$ cat src/rtl/stack_pkg.sv
// Shared definitions for the LIFO stack: request decode enum, reset values
// and the width helper used to size pointers and counters.
package stack_pkg;

  typedef enum logic [1:0] {
    OP_IDLE = 2'b00,
    OP_POP  = 2'b01,
    OP_PUSH = 2'b10,
    OP_SWAP = 2'b11
  } stack_op_e;

  localparam logic RST_PULSE = 1'b0;
  localparam logic RST_FLAG  = 1'b0;

  // Smallest r with 2**r >= value; returns 0 for value <= 1.
  function automatic int clog2(input int value);
    int r;
    r = 0;
    while ((1 << r) < value) r++;
    return r;
  endfunction

endpackage

$ cat src/rtl/stack_ram.sv
// DEPTH x WIDTH storage with synchronous write and registered read.
// A read and write to the same address on one edge returns the old word.
module stack_ram
  import stack_pkg::*;
#(
  parameter int DEPTH = 4,
  parameter int WIDTH = 8,
  parameter int AW    = 2
) (
  input  logic             clk,
  input  logic             rst,
  input  logic             wr_en,
  input  logic [AW-1:0]    wr_addr,
  input  logic [WIDTH-1:0] wr_data,
  input  logic             rd_en,
  input  logic [AW-1:0]    rd_addr,
  output logic [WIDTH-1:0] rd_data
);

  logic [WIDTH-1:0] mem [DEPTH];

  always_ff @(posedge clk) begin
    if (wr_en) mem[wr_addr] <= wr_data;
  end

  // Read register holds between reads so the popped word stays visible.
  always_ff @(posedge clk) begin
    if (rst) begin
      rd_data <= '0;
    end else if (rd_en) begin
      rd_data <= mem[rd_addr];
    end
  end

endmodule

$ cat src/rtl/lifo_stack_ctrl.sv
// Parametrised LIFO stack: occupancy pointer, status decode, sticky error
// flags and single-cycle push/pop/dout_valid pulses around a stack_ram.
module lifo_stack_ctrl
  import stack_pkg::*;
#(
  parameter  int DEPTH = 4,
  parameter  int WIDTH = 8,
  localparam int AW    = clog2(DEPTH),
  localparam int CW    = clog2(DEPTH + 1)
) (
  input  logic             Clk,
  input  logic             Reset,
  input  logic             push_req,
  input  logic             pop_req,
  input  logic [WIDTH-1:0] din,
  input  logic             clr_err,
  output logic [WIDTH-1:0] dout,
  output logic             dout_valid,
  output logic [AW-1:0]    addr,
  output logic             push,
  output logic             pop,
  output logic [CW-1:0]    count,
  output logic             full,
  output logic             empty,
  output logic             O,
  output logic             U
);

  stack_op_e        op_p0;
  logic [AW-1:0]    push_addr_p0;
  logic [AW-1:0]    top_addr_p0;
  logic [CW-1:0]    count_nxt_p0;
  logic [AW-1:0]    addr_nxt_p0;
  logic             push_nxt_p0;
  logic             pop_nxt_p0;
  logic             wr_en_p0;
  logic             rd_en_p0;
  logic [AW-1:0]    wr_addr_p0;
  logic [AW-1:0]    rd_addr_p0;
  logic             ovf_p0;
  logic             unf_p0;

  // Status decodes only from the count register, never from requests.
  assign full  = (count == CW'(DEPTH));
  assign empty = (count == '0);

  assign op_p0        = stack_op_e'({push_req, pop_req});
  assign push_addr_p0 = AW'(count);
  assign top_addr_p0  = AW'(count - CW'(1));

  // Stage p0: request decode and next-state computation
  always_comb begin
    count_nxt_p0 = count;
    addr_nxt_p0  = addr;
    push_nxt_p0  = 1'b0;
    pop_nxt_p0   = 1'b0;
    wr_en_p0     = 1'b0;
    rd_en_p0     = 1'b0;
    wr_addr_p0   = push_addr_p0;
    rd_addr_p0   = top_addr_p0;
    ovf_p0       = 1'b0;
    unf_p0       = 1'b0;
    unique case (op_p0)
      OP_IDLE: ;
      OP_PUSH: begin
        if (!full) begin
          wr_en_p0     = 1'b1;
          addr_nxt_p0  = push_addr_p0;
          count_nxt_p0 = count + CW'(1);
          push_nxt_p0  = 1'b1;
        end else begin
          ovf_p0 = 1'b1;
        end
      end
      OP_POP: begin
        if (!empty) begin
          rd_en_p0     = 1'b1;
          addr_nxt_p0  = top_addr_p0;
          count_nxt_p0 = count - CW'(1);
          pop_nxt_p0   = 1'b1;
        end else begin
          unf_p0 = 1'b1;
        end
      end
      OP_SWAP: begin
        // Replace-top relies on the RAM returning the old word on a
        // same-address read/write; on an empty stack it degrades to a push.
        if (!empty) begin
          rd_en_p0    = 1'b1;
          wr_en_p0    = 1'b1;
          wr_addr_p0  = top_addr_p0;
          addr_nxt_p0 = top_addr_p0;
          push_nxt_p0 = 1'b1;
          pop_nxt_p0  = 1'b1;
        end else begin
          wr_en_p0     = 1'b1;
          addr_nxt_p0  = push_addr_p0;
          count_nxt_p0 = count + CW'(1);
          push_nxt_p0  = 1'b1;
        end
      end
      default: ;
    endcase
  end

  // Stage p1: registered state, pulses and sticky flags
  always_ff @(posedge Clk) begin
    if (Reset) begin
      count      <= '0;
      addr       <= '0;
      push       <= RST_PULSE;
      pop        <= RST_PULSE;
      dout_valid <= RST_PULSE;
      O          <= RST_FLAG;
      U          <= RST_FLAG;
    end else begin
      count      <= count_nxt_p0;
      addr       <= addr_nxt_p0;
      push       <= push_nxt_p0;
      pop        <= pop_nxt_p0;
      dout_valid <= pop_nxt_p0;
      O          <= ovf_p0 | (O & ~clr_err);
      U          <= unf_p0 | (U & ~clr_err);
    end
  end

  // A reset edge must not disturb storage even if a request is present.
  stack_ram #(
    .DEPTH (DEPTH),
    .WIDTH (WIDTH),
    .AW    (AW)
  ) u_ram (
    .clk     (Clk),
    .rst     (Reset),
    .wr_en   (wr_en_p0 & ~Reset),
    .wr_addr (wr_addr_p0),
    .wr_data (din),
    .rd_en   (rd_en_p0 & ~Reset),
    .rd_addr (rd_addr_p0),
    .rd_data (dout)
  );

endmodule
$ cat config.mk
export PLATFORM = sky130hd
export DESIGN_NAME = lifo_stack_ctrl
export DESIGN_NICKNAME = d
export VERILOG_FILES = /design/src/rtl/stack_pkg.sv /design/src/rtl/stack_ram.sv /design/src/rtl/lifo_stack_ctrl.sv
export SDC_FILE = /design/constraint.sdc
export NUM_CORES = 1
export LEC_CHECK = 0
export CORE_ASPECT_RATIO = 1.2
export CORE_MARGIN = 2
export CORE_UTILIZATION = 47
export DETAILED_ROUTE_END_ITERATION = 7
export HOLD_SLACK_MARGIN = 0.12
export PLACE_DENSITY_LB_ADDON = 0.05
export SYNTH_ARGS = -nofsm -noshare
export SYNTH_HDL_FRONTEND = slang
export SYNTH_SLANG_ARGS = --single-unit
export TNS_END_PERCENT = 5
$ cat constraint.sdc
create_clock -name Clk -period 2.3 [get_ports Clk]
set_input_delay 0.69 -clock Clk [delete_from_list [all_inputs] [get_ports Clk]]
set_output_delay 0.69 -clock Clk [all_outputs]
set_load 0.01 [all_outputs]
==> results.md <==
* Synth Register Bits at 49
* Drt pass-1 iters at 4
* CTS max path bufs at 2
* Outcome: finished clean
* Iter 0 DRT Violations at 154
* Clock-pin slew of the registers on the worst-case setup and hold paths at 80 ps
* CP required at 1610 ps
* Crit end category: primary output
* Simple-Gate Fraction of Synth Area at 0.121
* I/O Pins at 33
* Layout Skew at 8.97 ps
* Total power at 2.35 mW
* Drt wl/cell at 14.8 um
* R2R Path Start: count[1]
* # nets final at 213
* Final GP Congestion at 0.794
* Fin. Hold Viols at 0
* Final setup TNS at 0 ps
* Crit path from: count[0]
* FMAX at 0.457 GHz
* Crit. path cell count at 2
* Dpl hpwl at 2.73 mm
* Syn Inst Count at 152
* Initial cell density of the core at 0.485
* Max-slew headroom at 0.796
* Grt total ovfl at 0
* Htree depth at 2
* Number of port buffers at 32
* Initial antenna violation count at 0
* Largest net degree at the start of global routing at 18
* Max_cap viols at 0
* Worst path max stage delay at 580 ps
* # hold bufs at CTS at 0
* Fin cells at 254
* R2r setup slk at 400 ps
* CTS tree: yes
* Post-synthesis instance area at 2040 sq um
* Synth Warn # at 0
* Via-to-Cell Ratio at 5.17
* Cell count after placement at 244
* Place WS at -266 ps
* Row cnt at 26
* CTS Sinks at 49
* Slew Limit Fails at 0
* Top cell type's share of synthesized area at 0.472
* Hold Path Class: register to register
* Final setup fails at 0
* Area grow syn2layout at 27.6%
* Worst setup margin at 113 ps
* Drt total wl at 3.77 mm
* Die height at 76.1 um
* Setup CP Type: register to primary output
* Unrepaired setup endpoints after global routing: false
* Fraction of the mapped netlist area in adder cells at 0.0184
* Cell taking the most area after synthesis: edfxtp_1
* DRT antenna net count at 0
* LEAKAGE at 0.937 nW
* Min Tclk post-route at 2190 ps
* Share of layout cells above drive strength 1 at 0.217
* Crit-path cells: buf_4 -> clkdlybuf4s50_1
* Worst Tran Pin Value at 306 ps
* First-pass GRT wire length at 6.43 mm
* Compound-cell area share of the yosys netlist at 0.0713
* Vias at 1312
* Worst path slowest cell: clkdlybuf4s50_1
* R2r endpoint: u_ram.mem[0][7]
* Crit path buffers/inverters at 2
* Top post-synthesis cells by area: edfxtp_1 (47%), dfxtp_1 (17%), mux4_2 (8.8%), a21oi_1 (3.7%), nand2_1 (3.7%)
* Cts bufs inserted at 5
* Ant. Diodes at 0
* DIE AREA at 4880 sq um
* Synth cell types at 31
* Die W at 64.1 um
* Max VDD drop at 0.448 mV
* Worst skew pair latency at 300 ps
* Vias in the first global route at 1284
* Largest family of logic cells by synthesized area: simple AND/OR/NAND/NOR gates
* Post-Synth XOR/XNOR Area at 0.00430
* Post-synthesis mux area share at 0.0989
* Critical path fanouts, max at 17
* # DRC at 0
* Data arrival, critical path at 1500 ps
* Syn nets at 168
* Sequential-to-total area share from yosys stat at 0.639
* End point of the critical path: count[0]
* Tcrit/Tclk final at 0.951
* Mapped Avg Cell Area at 13.4 sq um
* Core footprint at 4200 sq um
* CTS Root Cell: clkbuf_8
* Worst setup SP type: register
* Top delay family on crit path: buffers and inverters
* R2R cell count at 7
* Pwr dens at 904 nW/um^2
* Total GRT Usage at 0.172
==> worst register-to-register path, stage by stage (launching register included) <==
cell and delay [ps]:
dfxtp_1 350, inv_2 60, ha_4 180, nand2_1 110, nor2_1 60, or3b_1 510
a21oi_2 150, buf_4 190
==> synthesized netlist by cell type <==
cell	instances
a2111oi_2	2
a21oi_1	15
a22oi_1	1
a311oi_1	1
a31oi_1	1
and2_4	1
and3_1	1
buf_2	2
buf_4	2
buf_6	2
buf_8	1
clkbuf_1	2
dfxtp_1	17
edfxtp_1	32
ha_1	3
inv_1	7
mux2_2	1
mux2i_1	1
mux4_2	8
nand2_1	20
nand2b_1	3
nand2b_4	1
nand3_1	8
nand3_2	1
nand3b_1	1
nor2_1	12
o221ai_1	1
o32ai_1	1
or3_1	2
or3b_1	1
xnor2_1	1
==> cells by family after synthesis <==
logic type,Yosys count
adder cells (fa/ha/maj),3
multiplexers,10
AND/OR/NAND/NOR,51
flip-flops,49
AO/OA/AOI/OAI,22
buffers and inverters,16
XOR/XNOR,1
==> placed cells by master (no fill, tap or decap), types with 5 or more instances in the layout <==
cell	count
a21oi_1	11
buf_4	15
clkbuf_8	5
clkdlybuf4s50_1	29
dfxtp_1	17
edfxtp_1	32
inv_1	5
mux4_2	8
nand2_1	20
nand3_1	8
nor2_1	12
==> area by class of cell <==
type	instances	area (sq um)
tap	56	70.1
clock buffer	6	72.6
fill	336	1600
inverter	7	26.3
multi-input combinational	87	674
timing repair buffer	47	440
sequential	49	1300
clock inverter	2	13.8
==> per-stage QoR <==
| step | util | instance area [sq um] | hold WS, ps |
|---|---|---|---|
| 4_1_cts | 0.617 | 2590 | 463 |
| 3_3_place_gp | 0.590 | 2480 | 445 |
| 2_1_floorplan | - | 2060 | 481 |
| 5_1_grt | 0.619 | 2600 | 481 |
| 3_5_place_dp | 0.590 | 2480 | 450 |
| 6_report | 0.619 | 2600 | 459 |
==> registers in the layout (all words and copies together) (netlist names) <==
name	cells
u_ram.mem	32
count	3
O	1
U	1
pop	1
addr	2
push	1
u_ram.rd_data	8
==> how the worst min path moves through the flow <==
stage	slack [ps]	from	cells past startpoint	endpoint
2_1_floorplan	480	u_ram.rd_data[0]	2	u_ram.rd_data[0]
3_3_place_gp	450	u_ram.rd_data[0]	2	u_ram.rd_data[0]
3_5_place_dp	450	u_ram.rd_data[7]	2	u_ram.rd_data[7]
4_1_cts	460	u_ram.rd_data[7]	2	u_ram.rd_data[7]
5_1_grt	480	u_ram.rd_data[7]	2	u_ram.rd_data[7]
6_report	460	u_ram.rd_data[7]	2	u_ram.rd_data[7]
==> where the power goes <==
| group | switching (mW) | internal (mW) |
|---|---|---|
| Combinational | 0.386 | 0.403 |
| Clock | 0.272 | 0.217 |
| Sequential | 0.0387 | 1.03 |
==> layer usage <==
layer	global-route usage	up-vias	share of wire
li1	-	639	-
met1	0.239	619	0.44
met2	0.265	47	0.49
met3	0.0414	7	0.052
met4	0.0574	0	0.015
met5	0	-	0
==> timing repair <==
item / CTS / global route
endpoints found under the setup margin: 2 / 34
pin swaps: 1 / 1
gates cloned: 0 / 0
buffers inserted: 2 / 0
gates resized for setup: 3 / 4
No activity file was read; power rests on OpenSTA's default activity.
